### src/rtl/lsu_pkg.sv
// Shared definitions for the load/store unit: funct3 encodings, FSM states,
// lane count and legality/alignment helpers.
package lsu_pkg;

    localparam int NUM_LANES = 4;
    localparam int DATA_W    = NUM_LANES * 8;

    localparam logic [2:0] F3_B  = 3'b000;
    localparam logic [2:0] F3_H  = 3'b001;
    localparam logic [2:0] F3_W  = 3'b010;
    localparam logic [2:0] F3_BU = 3'b100;
    localparam logic [2:0] F3_HU = 3'b101;

    typedef enum logic [1:0] {
        IDLE,
        REQ,
        DONE
    } lsu_state_e;

    // Unsigned variants exist only for loads; stores accept B/H/W.
    function automatic logic f3Legal(input logic isStore, input logic [2:0] f3);
        logic ok;
        ok = (f3 == F3_B) || (f3 == F3_H) || (f3 == F3_W);
        if (!isStore) begin
            ok = ok || (f3 == F3_BU) || (f3 == F3_HU);
        end
        return ok;
    endfunction

    function automatic logic f3Misaligned(input logic [2:0] f3, input logic [1:0] off);
        logic bad;
        bad = 1'b0;
        case (f3)
            F3_H, F3_HU: bad = off[0];
            F3_W:        bad = (off != 2'b00);
            default:     bad = 1'b0;
        endcase
        return bad;
    endfunction

endpackage

### src/rtl/lsu_align.sv
// Combinational lane steering: store strobe/replication and load
// shift/extension. Halfwords use ea[1] only, words ignore ea[1:0].
module lsu_align
    import lsu_pkg::*;
(
    input  logic [2:0]        st_funct3_i,
    input  logic [1:0]        st_off_i,
    input  logic [DATA_W-1:0] st_data_i,
    output logic [3:0]        st_wstrb_o,
    output logic [DATA_W-1:0] st_wdata_o,
    input  logic [2:0]        ld_funct3_i,
    input  logic [1:0]        ld_off_i,
    input  logic [DATA_W-1:0] ld_rdata_i,
    output logic [DATA_W-1:0] ld_data_o
);

    logic [4:0]        ldShamt;
    logic [DATA_W-1:0] ldShifted;

    always_comb begin
        st_wstrb_o = 4'b1111;
        st_wdata_o = st_data_i;
        case (st_funct3_i)
            F3_B: begin
                st_wstrb_o = 4'b0001 << st_off_i;
                st_wdata_o = {4{st_data_i[7:0]}};
            end
            F3_H: begin
                st_wstrb_o = st_off_i[1] ? 4'b1100 : 4'b0011;
                st_wdata_o = {2{st_data_i[15:0]}};
            end
            default: begin
                st_wstrb_o = 4'b1111;
                st_wdata_o = st_data_i;
            end
        endcase
    end

    always_comb begin
        ldShamt = 5'd0;
        case (ld_funct3_i)
            F3_B, F3_BU: ldShamt = {ld_off_i, 3'b000};
            F3_H, F3_HU: ldShamt = {ld_off_i[1], 4'b0000};
            default:     ldShamt = 5'd0;
        endcase
    end

    assign ldShifted = ld_rdata_i >> ldShamt;

    always_comb begin
        ld_data_o = ldShifted;
        case (ld_funct3_i)
            F3_B:    ld_data_o = {{24{ldShifted[7]}}, ldShifted[7:0]};
            F3_BU:   ld_data_o = {24'd0, ldShifted[7:0]};
            F3_H:    ld_data_o = {{16{ldShifted[15]}}, ldShifted[15:0]};
            F3_HU:   ld_data_o = {16'd0, ldShifted[15:0]};
            default: ld_data_o = ldShifted;
        endcase
    end

endmodule

### src/rtl/load_store_unit.sv
// Multi-cycle load/store unit with req/ack memory handshake and core stall.
// Define LSU_MISALIGN_TRAP_EN to turn misaligned halfword/word accesses into errors.
module load_store_unit
    import lsu_pkg::*;
#(
    parameter int Width = 32
) (
    input  logic             clk_i,
    input  logic             rst_n_i,
    input  logic             op_valid_i,
    input  logic             op_store_i,
    input  logic [2:0]       funct3_i,
    input  logic [Width-1:0] base_i,
    input  logic [Width-1:0] offset_i,
    input  logic [Width-1:0] store_data_i,
    input  logic [4:0]       rd_i,
    output logic             stall_o,
    output logic             mem_req_o,
    output logic             mem_we_o,
    output logic [Width-1:0] mem_addr_o,
    output logic [Width-1:0] mem_wdata_o,
    output logic [3:0]       mem_wstrb_o,
    input  logic             mem_ack_i,
    input  logic [Width-1:0] mem_rdata_i,
    output logic             wb_en_o,
    output logic [4:0]       wb_rd_o,
    output logic [Width-1:0] wb_data_o,
    output logic             lsu_err_o
);

    lsu_state_e       state_q;
    logic [2:0]       funct3_q;
    logic [1:0]       eaLo_q;
    logic             isStore_q;
    logic [Width-1:0] ea;
    logic             opTrap;
    logic             opOk;
    logic [3:0]       stWstrb;
    logic [Width-1:0] stWdata;
    logic [Width-1:0] ldData;

    assign ea = base_i + offset_i;

`ifdef LSU_MISALIGN_TRAP_EN
    assign opTrap = f3Misaligned(funct3_i, ea[1:0]);
`else
    assign opTrap = 1'b0;
`endif

    assign opOk    = f3Legal(op_store_i, funct3_i) && !opTrap;
    assign stall_o = op_valid_i && (state_q != DONE);

    // Store lanes come from live operands; load lanes from the captured op.
    lsu_align u_align (
        .st_funct3_i (funct3_i),
        .st_off_i    (ea[1:0]),
        .st_data_i   (store_data_i),
        .st_wstrb_o  (stWstrb),
        .st_wdata_o  (stWdata),
        .ld_funct3_i (funct3_q),
        .ld_off_i    (eaLo_q),
        .ld_rdata_i  (mem_rdata_i),
        .ld_data_o   (ldData)
    );

    always_ff @(posedge clk_i or negedge rst_n_i) begin
        if (!rst_n_i) begin
            state_q     <= IDLE;
            funct3_q    <= 3'b000;
            eaLo_q      <= 2'b00;
            isStore_q   <= 1'b0;
            mem_req_o   <= 1'b0;
            mem_we_o    <= 1'b0;
            mem_addr_o  <= '0;
            mem_wdata_o <= '0;
            mem_wstrb_o <= 4'b0000;
            wb_en_o     <= 1'b0;
            wb_rd_o     <= 5'd0;
            wb_data_o   <= '0;
            lsu_err_o   <= 1'b0;
        end else begin
            case (state_q)
                IDLE: begin
                    wb_en_o   <= 1'b0;
                    lsu_err_o <= 1'b0;
                    if (op_valid_i) begin
                        funct3_q  <= funct3_i;
                        eaLo_q    <= ea[1:0];
                        isStore_q <= op_store_i;
                        wb_rd_o   <= rd_i;
                        if (opOk) begin
                            mem_req_o   <= 1'b1;
                            mem_we_o    <= op_store_i;
                            mem_addr_o  <= {ea[Width-1:2], 2'b00};
                            mem_wdata_o <= stWdata;
                            mem_wstrb_o <= op_store_i ? stWstrb : 4'b0000;
                            state_q     <= REQ;
                        end else begin
                            lsu_err_o <= 1'b1;
                            state_q   <= DONE;
                        end
                    end
                end
                REQ: begin
                    if (mem_ack_i) begin
                        mem_req_o <= 1'b0;
                        mem_we_o  <= 1'b0;
                        if (!isStore_q) begin
                            wb_data_o <= ldData;
                            wb_en_o   <= (wb_rd_o != 5'd0);
                        end
                        state_q <= DONE;
                    end
                end
                DONE: begin
                    wb_en_o   <= 1'b0;
                    lsu_err_o <= 1'b0;
                    state_q   <= IDLE;
                end
                default: begin
                    state_q <= IDLE;
                end
            endcase
        end
    end

endmodule

### config.mk
export PLATFORM = sky130hd
export DESIGN_NAME = load_store_unit
export DESIGN_NICKNAME = d
export VERILOG_FILES = /design/src/rtl/lsu_pkg.sv /design/src/rtl/lsu_align.sv /design/src/rtl/load_store_unit.sv
export SDC_FILE = /design/constraint.sdc
export NUM_CORES = 1
export LEC_CHECK = 0
export CORE_MARGIN = 3
export CORE_UTILIZATION = 42
export CTS_BUF_LIST = sky130_fd_sc_hd__clkbuf_4
export DETAILED_ROUTE_END_ITERATION = 6
export GPL_TIMING_DRIVEN = 0
export PLACE_DENSITY = 0.85
export SLEW_MARGIN = 30
export SYNTH_ARGS = -nofsm -noshare
export SYNTH_HDL_FRONTEND = slang
export SYNTH_SLANG_ARGS = --single-unit
### constraint.sdc
create_clock -name clk_i -period 2 [get_ports clk_i]
set_input_delay 0.4 -clock clk_i [delete_from_list [all_inputs] [get_ports clk_i]]
set_output_delay 0.4 -clock clk_i [all_outputs]
set_load 0.005 [all_outputs]
==> impl_metrics.ini <==
[run_status]
status = finished with violations
violations = negative setup slack

[logic_synthesis]
synthCells = 759
ys_seq_elements = 115
yosys_most_used_dff = dfrtp_1
synth_seq_area_share = 0.434
synth_edf_count = 0
syn_area_mm2 = 0.00663
syn_area_per_cell_um2 = 8.73
ys_warn_count = 0
synth-async-reset-ratio = 1.00
synth_top_area_frac = 0.434
yosys-top-cells-area = dfrtp_1 (43%), nand2_1 (11%), ha_1 (5.9%)
synth_top_cell_by_area = dfrtp_1
synth.distinct_cells = 64

[placed_design]
gp_congestion = 0.882
dp_hpwl_um = 17000
port-buffer-count = 247
dp_cells = 1219
dpl_cell_area_mm2 = 0.00971

[setup_path]
worst_setup_path_end_kind = register
arrival_ns = 2.60
critPathKind = in2reg
cp_max_fo = 4
critPathLaunchType = primary input
required_ns = 2.46

[sta]
hold_viol_final = 0
tightest_slew_ns = 0.928
fmax_ghz = 0.465
relSlewSlack = 0.378
final.period_utilization = 1.07
setup_viol = 7
rsz0062_at_grt = yes
drv_slew = 0
fin_crit_ns = 2.15
whs_ns = 0.225
finalWorstSetupSlack_ns = -0.149
clock_skew_ns = 0.0154

[power]
p_per_area_mw_per_mm2 = 1080
total_power_mw = 11.5
ir_drop_mv = 0.468
p_leak_nw = 4.76

[cells_and_area]
final.fill_count = 1204
fin_nets = 1249
final_core_util = 0.694
drive_gt1_frac = 0.189
layout.cells.non_filler = 1301
area_growth_pct = 60.4
fin_area_mm2 = 0.0106
regArea_mm2 = 0.00288
multi_input_area_mm2 = 0.00410

[die]
start_util = 0.433
core.rowCount = 45
die_x_um = 132
dieArea_mm2 = 0.0173
die_h_um = 132
ios = 251
core_mm2 = 0.0153

[routing]
post_drt_wl_per_cell_um = 18.6
ant_nets = 0
dr_total_vias = 7133
initialDrtViolationCount = 427
vias_per_cell = 5.48
drc_errors = 0
drtPass1Iterations = 7
routed_wl_um = 24200

[global_route]
grt_pass1_wl_um = 36300
grt_pass1_vias = 7149
grt.overflow.total = 0
antenna_found_initial = 1
grt_max_degree = 63
gr-usage-all-layers = 0.263

[cts]
clock-sinks = 115
clock_path_buffers = 2
clk_latency_ns = 0.54
cts_tree = built
htree_levels = 4
path_clk_slew_ns = 0.11
cts-root-buf = clkbuf_4
cts_buffers = 17

[run]
maxCapViolCount = 0

[hold_path]
hold_class = in2reg
worst paths after layout:
kind                                       startpoint                     endpoint  slack [ns]  cells past startpoint
max in group asynchronous                     rst_n_i       state_q[0]$_DFFE_PN0P_        0.95                      3
max reg2reg                    state_q[1]$_DFFE_PN0P_     wb_data_o[4]$_DFFE_PN0P_        0.07                      4
max                                       offset_i[0]   mem_addr_o[20]$_DFFE_PN0P_       -0.15                     13
min                                       funct3_i[1]      funct3_q[1]$_DFFE_PN0P_        0.23                      3
min reg2reg                mem_wstrb_o[2]$_DFFE_PN0P_   mem_wstrb_o[2]$_DFFE_PN0P_        0.48                      2
min in group asynchronous                     rst_n_i  mem_wdata_o[31]$_DFFE_PN0P_        0.38                      2
Yosys cell counts (all sizes together) (4+ instances only):
master / count
a211o: 4
a21o: 20
a21oi: 42
a31oi: 7
and2: 4
and3: 7
buf: 9
clkbuf: 25
dfrtp: 115
ha: 31
inv: 15
mux2: 10
mux2i: 32
nand2: 201
nand3: 13
nand4: 4
nor2: 49
nor2b: 5
nor3: 5
o21a: 6
o21ai: 87
o22a: 8
xnor2: 13
xor2: 11
power by group:
group / internal, mW / switching [mW]
logic: 3.08 / 2.32
registers: 3.35 / 0.652
clock network: 1.13 / 0.941
stage by stage:
| step | setup slack (ns) | TNS [ns] |
|---|---|---|
| detailed placement | -1.17 | -77.93 |
| global route | -0.210 | -0.695 |
| floorplan | -0.352 | -2.17 |
| CTS | -0.00179 | -0.00179 |
| finish | -0.149 | -0.530 |
| global placement | -4.12 | -549.74 |
flip-flops by register name, summed over array words and instances, names as in the netlist, 2 cells and up:
signal and flops:
eaLo_q 2, wb_data_o 32, mem_addr_o 30, state_q 2, wb_rd_o 5, funct3_q 3, mem_wdata_o 32, mem_wstrb_o 4
metal layers:
metal  routed length (um)  up-vias  GRT usage
met5                    0        -          0
met4                  788        0      0.102
met3                 2040       74     0.0796
met2                12000      392      0.452
met1                 9430     3400      0.310
li1                     -     3267          -
worst max-delay path: stages:
cell and delay [ns]:
buf_6 0.10, ha_4 0.16, inv_2 0.05, fa_2 0.21
nor2b_2 0.05, o2111a_2 0.27, o211ai_2 0.19, a21oi_2 0.12
o311ai_4 0.44, buf_4 0.19, a21oi_2 0.05, o21a_1 0.18
o31ai_2 0.20
area by class of cell:
class                      instances  share of cell area
multi-input combinational        596               0.386
sequential                       115               0.271
timing repair buffer             299               0.265
tap                              211              0.0248
clock inverter                    14              0.0198
buffer                            32              0.0154
clock buffer                      18              0.0127
inverter                          15             0.00529
antenna                            1            0.000235
logic make-up (layout without fill, tap and decap cells):
kind of cell | count (synthesis) | count (layout) | synth area share
compound gates | 199 | 199 | 0.190
xor+xnor | 24 | 24 | 0.0317
fa+ha+maj | 32 | 32 | 0.0615
buf+inv | 49 | 378 | 0.0308
flops | 115 | 115 | 0.434
mux | 42 | 42 | 0.0653
other cells | 1 | 3 | 0.000566
simple gates | 297 | 297 | 0.186
repair_timing:
item,in CTS,in global routing
hold buffers,1,0
pin swaps,44,36
buffers inserted,32,17
gates cloned,1,0
hold endpoints to repair,53,0
resized for setup,104,51
endpoints found under the setup margin,91,38
cell usage in the layout (no fill, tap or decap), types with 3 or more instances in the layout:
| cell | count |
|---|---|
| nand2_1 | 199 |
| clkdlybuf4s50_1 | 199 |
| dfrtp_1 | 114 |
| o21ai_0 | 69 |
| buf_4 | 51 |
| nor2_1 | 42 |
| a21oi_1 | 31 |
| mux2i_1 | 31 |
| dlygate4sd2_1 | 29 |
| ha_4 | 24 |
| a21o_1 | 19 |
| clkbuf_4 | 19 |
| clkbuf_2 | 18 |
| xnor2_1 | 13 |
| clkbuf_1 | 13 |
| inv_1 | 13 |
| nand3_1 | 12 |
| xor2_1 | 11 |
| o21ai_1 | 11 |
| mux2_2 | 9 |
| a21oi_2 | 9 |
| o22a_1 | 8 |
| o21a_1 | 6 |
| buf_6 | 6 |
| nor2_2 | 5 |
| o21ai_2 | 5 |
| ha_1 | 5 |
| bufinv_16 | 5 |
| nor3_1 | 4 |
| nand4_1 | 4 |
| a211o_1 | 4 |
| nor2b_1 | 4 |
| and3_4 | 4 |
| a31oi_1 | 3 |
| buf_2 | 3 |
| nand2b_1 | 3 |
| and3_1 | 3 |
| clkinv_2 | 3 |
| clkdlybuf4s15_1 | 3 |
Note: power is estimated with default switching activity, not from simulation.
